`config.mk`:
```
export PLATFORM = sky130hd
export DESIGN_NAME = mult_arbiter
export DESIGN_NICKNAME = d
export VERILOG_FILES = /design/src/rtl/mult_arb_pkg.sv /design/src/rtl/rr_picker.sv /design/src/rtl/mult_arbiter.sv
export SDC_FILE = /design/constraint.sdc
export NUM_CORES = 1
export LEC_CHECK = 0
export ABC_AREA = 1
export BUFFER_PORTS_ARGS = -buffer_cell sky130_fd_sc_hd__clkbuf_2
export CORE_UTILIZATION = 46
export DETAILED_ROUTE_END_ITERATION = 8
export PLACE_DENSITY = 0.8
export REMOVE_ABC_BUFFERS = 1
export SETUP_SLACK_MARGIN = 0.4
export SLEW_MARGIN = 20
export SYNTH_ARGS = -nofsm -noshare
export SYNTH_HDL_FRONTEND = slang
export SYNTH_SLANG_ARGS = --single-unit
```
`constraint.sdc`:
```
create_clock -name clk -period 2.1 [get_ports clk]
set_input_delay 0.105 -clock clk [delete_from_list [all_inputs] [get_ports clk]]
set_output_delay 0.105 -clock clk [all_outputs]
set_load 0.05 [all_outputs]
```
`src/rtl/mult_arb_pkg.sv`:
```
// Shared types and defaults for the round-robin multiplier arbiter.
package mult_arb_pkg;
    localparam int ST_W        = 2;
    localparam int DEF_NREQ    = 4;
    localparam int DEF_WIDTH   = 8;
    localparam int DEF_TIMEOUT = 64;

    typedef enum logic [ST_W-1:0] {
        ST_IDLE = 2'b00,
        ST_LOAD = 2'b01,
        ST_WAIT = 2'b10,
        ST_RESP = 2'b11
    } arb_state_t;
endpackage

```
`src/rtl/rr_picker.sv`:
```
// Combinational round-robin search: first set req bit at or after rr_ptr, wrapping.
module rr_picker #(
    parameter int NREQ  = 4,
    parameter int IDX_W = $clog2(NREQ)
) (
    input  logic [NREQ-1:0]  req,
    input  logic [IDX_W-1:0] rr_ptr,
    output logic             any,
    output logic [IDX_W-1:0] winner
);
    int unsigned idx;

    always_comb begin
        any    = 1'b0;
        winner = '0;
        idx    = 0;
        for (int unsigned k = 0; k < NREQ; k++) begin
            idx = 32'(rr_ptr) + k;
            if (idx >= NREQ) idx = idx - NREQ;
            if (!any && req[idx[IDX_W-1:0]]) begin
                any    = 1'b1;
                winner = idx[IDX_W-1:0];
            end
        end
    end
endmodule

```
`src/rtl/mult_arbiter.sv`:
```
// Round-robin scheduler sharing one shift-add multiplier among NREQ requesters.
// Optional WAIT watchdog enabled by defining MULT_ARB_TIMEOUT_EN.
module mult_arbiter
    import mult_arb_pkg::*;
#(
    parameter int NREQ    = DEF_NREQ,
    parameter int WIDTH   = DEF_WIDTH,
    parameter int TIMEOUT = DEF_TIMEOUT
) (
    input  logic                  clk,
    input  logic                  rst,
    input  logic [NREQ-1:0]       req,
    input  logic [NREQ*WIDTH-1:0] op_a,
    input  logic [NREQ*WIDTH-1:0] op_b,
    output logic [NREQ-1:0]       gnt,
    output logic [NREQ-1:0]       rsp_valid,
    output logic [2*WIDTH-1:0]    rsp_data,
    output logic                  rsp_err,
    output logic                  mul_load,
    output logic [WIDTH-1:0]      mul_a,
    output logic [WIDTH-1:0]      mul_b,
    input  logic                  mul_done,
    input  logic [2*WIDTH-1:0]    mul_product,
    output logic [ST_W-1:0]       state_o
);
    localparam int IDX_W = $clog2(NREQ);

    if (NREQ < 2 || NREQ > 8 || WIDTH < 1 || TIMEOUT < 1) begin : g_bad_cfg
        $error("mult_arbiter: unsupported parameter set");
    end

    arb_state_t         state_q, state_d;
    logic [IDX_W-1:0]   ptr_q, ptr_d, win_q, win_d;
    logic [NREQ-1:0]    gnt_q, gnt_d, valid_q, valid_d;
    logic [2*WIDTH-1:0] data_q, data_d;
    logic [WIDTH-1:0]   a_q, a_d, b_q, b_d;
    logic               load_q, load_d;
    logic               pick_any;
    logic [IDX_W-1:0]   pick_idx;

    rr_picker #(.NREQ(NREQ), .IDX_W(IDX_W)) u_picker (
        .req    (req),
        .rr_ptr (ptr_q),
        .any    (pick_any),
        .winner (pick_idx)
    );

`ifdef MULT_ARB_TIMEOUT_EN
    localparam int CNT_W = $clog2(TIMEOUT + 1);
    logic [CNT_W-1:0] cnt_q, cnt_d;
    logic             err_q, err_d;
`endif

    // Outputs are computed one cycle ahead and registered, so nothing reaches gnt/mul_load from req combinationally.
    always_comb begin
        state_d = state_q;
        ptr_d   = ptr_q;
        win_d   = win_q;
        gnt_d   = gnt_q;
        valid_d = '0;
        data_d  = data_q;
        a_d     = a_q;
        b_d     = b_q;
        load_d  = 1'b0;
`ifdef MULT_ARB_TIMEOUT_EN
        cnt_d   = cnt_q;
        err_d   = 1'b0;
`endif
        case (state_q)
            ST_IDLE: begin
                if (pick_any) begin
                    state_d         = ST_LOAD;
                    win_d           = pick_idx;
                    a_d             = op_a[pick_idx*WIDTH +: WIDTH];
                    b_d             = op_b[pick_idx*WIDTH +: WIDTH];
                    gnt_d           = '0;
                    gnt_d[pick_idx] = 1'b1;
                    load_d          = 1'b1;
                end
            end
            ST_LOAD: begin
                state_d = ST_WAIT;
`ifdef MULT_ARB_TIMEOUT_EN
                cnt_d   = '0;
`endif
            end
            ST_WAIT: begin
                if (mul_done) begin
                    state_d        = ST_RESP;
                    data_d         = mul_product;
                    valid_d[win_q] = 1'b1;
                end
`ifdef MULT_ARB_TIMEOUT_EN
                else if (cnt_q == CNT_W'(TIMEOUT - 1)) begin
                    state_d        = ST_RESP;
                    valid_d[win_q] = 1'b1;
                    err_d          = 1'b1;
                end else begin
                    cnt_d = cnt_q + 1'b1;
                end
`endif
            end
            ST_RESP: begin
                state_d = ST_IDLE;
                gnt_d   = '0;
                ptr_d   = (win_q == IDX_W'(NREQ - 1)) ? '0 : win_q + 1'b1;
            end
            default: state_d = ST_IDLE;
        endcase
    end

    always_ff @(posedge clk) begin
        if (!rst) begin
            state_q <= ST_IDLE;
            ptr_q   <= '0;
            win_q   <= '0;
            gnt_q   <= '0;
            valid_q <= '0;
            data_q  <= '0;
            a_q     <= '0;
            b_q     <= '0;
            load_q  <= 1'b0;
`ifdef MULT_ARB_TIMEOUT_EN
            cnt_q   <= '0;
            err_q   <= 1'b0;
`endif
        end else begin
            state_q <= state_d;
            ptr_q   <= ptr_d;
            win_q   <= win_d;
            gnt_q   <= gnt_d;
            valid_q <= valid_d;
            data_q  <= data_d;
            a_q     <= a_d;
            b_q     <= b_d;
            load_q  <= load_d;
`ifdef MULT_ARB_TIMEOUT_EN
            cnt_q   <= cnt_d;
            err_q   <= err_d;
`endif
        end
    end

    assign gnt       = gnt_q;
    assign rsp_valid = valid_q;
    assign rsp_data  = data_q;
    assign mul_load  = load_q;
    assign mul_a     = a_q;
    assign mul_b     = b_q;
    assign state_o   = state_q;
`ifdef MULT_ARB_TIMEOUT_EN
    assign rsp_err   = err_q;
`else
    assign rsp_err   = 1'b0;
`endif
endmodule

```
==> impl_metrics.csv <==
group,metric,value,unit
yosys,ys_ff_latch,47,
timing,worst_pin_slew,0.510,ns
worst_setup_path,crit_fanout,16,
yosys,synthTopCellsByArea,"dfxtp_1 (36%), nand2_1 (17%), nand3_1 (11%)",
die,die_w,77.9,um
yosys,syn_area,0.00265,sq mm
hold_path,worstHoldStart,"mul_product[0]",
cells_and_area,area_growth,47.0,%
worst_setup_path,arrival,2.18,ns
yosys,synthDistinctLibCells,28,
timing,rsz0062_at_grt,"yes",
timing,post-route-period-util,93.3,%
place,place_hpwl,4960,um
cts,cts_root_buf,"clkbuf_8",
place,dp_cells,607,
die,start_util,47.8,%
routing,wire_per_inst,13.3,um
cts,cts_max_level,2,
routing,vias_per_cell,5.10,
yosys,ys_seq_area_share,35.5,%
routing,drc,0,
yosys,synthCells,419,
yosys,synth_commonest_cells,"nand2_1 (122), nor2_1 (71), nand3_1 (60), dfxtp_1 (47), o21ai_0 (29)",
worst_setup_path,crit_path_start_kind,"register",
yosys,synth_area_leader_cell,"dfxtp_1",
cells_and_area,fin_cells,638,
global_routing,antenna_found_initial,0,
hold_path,hold_path_depth,3,
yosys,synth-edff-count,0,
cts,cts.path.max_buffers,2,
yosys,synth_warnings,0,
place,io_buffers,129,
power_and_ir_drop,p_leak,2.08,nW
outcome,status,"complete, no violations",
worst_setup_path,cp.required,2.32,ns
worst_setup_path,r2r-end,"mul_a[1]",
cells_and_area,fin_area,0.00389,sq mm
die,die_area,0.00606,sq mm
routing,drtIter0Drc,176,
global_routing,grt_overflow_total,0,
power_and_ir_drop,powerDensity,1560,mW/mm^2
timing,finalSetupTns,0,ns
global_routing,grt_pass1_vias,2796,
die,core,0.00554,sq mm
timing,setup_ws,0.140,ns
timing,hold_viol_final,0,
place,placed_cell_area,0.00332,sq mm
cells_and_area,drive_gt1_share,38.2,%
cts,cts_tree,"done",
timing,maxSlewHeadroom,66.0,%
hold_path,min_to,"rsp_data[0]",
hold_path,min_path_type,"input port to register",
routing,drt_wl_total,8510,um
worst_setup_path,r2r_start,"ptr_q[0]",
yosys,postSynthAreaPerCell,6.32,sq um
die,rows,27,
worst_setup_path,worstSetupEndpointType,"register",
place,post-place-ws,0.0563,ns
global_routing,grt_pass1_wl,12400,um
worst_setup_path,critPathLaunch,"ptr_q[0]",
cts,clk_latency,0.30,ns
power_and_ir_drop,vdd_ir_drop_max,0.911,mV
die,boundaryPins,131,
yosys,async_flop_share,0,%
cts,numCtsBuffers,5,
routing,firstDrtPassIters,5,
yosys,synth_flop_cell,"dfxtp_1",
timing,setup_viol,0,
cts,clk_pin_slew,0.10,ns
job,drv_cap,0,
yosys,yosysMostFrequentCell,"nand2_1",
timing,min_period,1.96,ns
worst_setup_path,r2r_slack,0.14,ns
timing,fin_skew,0.0116,ns
cells_and_area,antenna_cells,0,
global_routing,grt_max_degree,38,
worst_setup_path,crit_type,"register to register",
worst_setup_path,rr_worst_depth,14,
global_routing,grtUsageTotal,25.3,%
cts,clkSinkCount,47,
timing,max_freq,510,MHz
routing,ant_nets,0,
routing,num_vias,3256,
yosys,yosys.area.top_type_share,35.5,%
die,die_y,77.9,um
cells_and_area,nets,660,
timing,slew_viol_final,0,
place,gp_congestion,0.881,
cell families (layout without fill, tap and decap cells):
logic type / count (synthesis) / after routing / synth area share (%)
compound gates: 43 / 43 / 8.32
fa+ha+maj: 8 / 8 / 3.78
flops: 47 / 47 / 35.5
simple gates: 267 / 271 / 43.1
other cells: 1 / 1 / 0.142
buf+inv: 53 / 196 / 9.17
layout by cell type (no fill, tap or decap), drive strengths merged:
| cell type | n |
|---|---|
| clkbuf | 134 |
| conb | 1 |
| o21bai | 1 |
| o21ai | 30 |
| nand4 | 1 |
| clkinvlp | 1 |
| or2 | 1 |
| buf | 26 |
| bufinv | 1 |
| ha | 8 |
| a211oi | 1 |
| inv | 32 |
| dfxtp | 47 |
| nand3 | 62 |
| a21oi | 11 |
| nor2 | 76 |
| nand2 | 131 |
| clkinv | 2 |
worst max-delay path, stage by stage, from the launching register on:
cell and delay (ns):
dfxtp_4 0.38, buf_8 0.14, nand2_1 0.07, nand2_1 0.06
nand2_1 0.07, nand2_2 0.08, a21oi_2 0.21, nand2_4 0.17
buf_8 0.19, nand3_1 0.09, nand2_1 0.07, nand2_1 0.08
nand3_1 0.12, nand2_1 0.09, inv_1 0.04
flip-flops by register name (all words and copies together) (netlist names):
signal	flops
ptr_q	2
rsp_valid	4
mul_a	8
rsp_data	16
mul_b	8
mul_load	1
gnt	4
state_o	2
win_q	2
metal layers:
| layer | routed length, um | vias to the layer above | track usage, % |
|---|---|---|---|
| li1 | - | 1620 | - |
| met1 | 3320 | 1454 | 27.6 |
| met2 | 4310 | 160 | 46.6 |
| met3 | 680 | 22 | 7.06 |
| met4 | 196 | 0 | 8.68 |
| met5 | 0 | - | 0 |
through the flow:
stage / power (mW) / util (%) / hold WS, ns
final: 6.08 / 70.2 / 0.0517
after CTS: 5.63 / 66.9 / 0.0474
after global placement: 4.36 / 59.9 / 0.356
after detailed placement: 4.42 / 59.9 / 0.367
after floorplan: 3.66 / - / 0.203
after global routing: 6.50 / 70.2 / 0.0647
power breakdown:
group	leakage [nW]	internal, mW	switching, mW
clock	0.0587	0.361	0.329
combinational	1.64	1.35	2.74
sequential	0.387	1.15	0.159
total	2.08	2.86	3.23
timing repair:
action / 4_1_cts / 5_1_grt
setup endpoints to repair: 25 / 45
setup buffers: 5 / 14
hold endpoints to repair: 0 / 0
resized for setup: 52 / 21
cloned: 4 / 0
pin swaps: 16 / 33
hold buffers: 0 / 0
layout make-up:
cell class | instances | area, sq um
inverters | 33 | 153
repair buffers | 155 | 900
clock buffers | 5 | 68.8
clock inverters | 3 | 47.5
multi-input cells | 323 | 1680
fillers | 459 | 1650
flip-flops and latches | 47 | 948
well taps | 72 | 90.1
worst max path at each step:
stage	end	slack, ns	cells after the start
floorplan	mul_a[0]	-0.20	13
global placement	mul_a[5]	0.12	14
detailed placement	mul_a[5]	0.06	14
CTS	mul_a[7]	0.30	14
global route	mul_a[1]	0.02	14
finish	mul_a[1]	0.14	14
(Power assumes the default switching activity.)
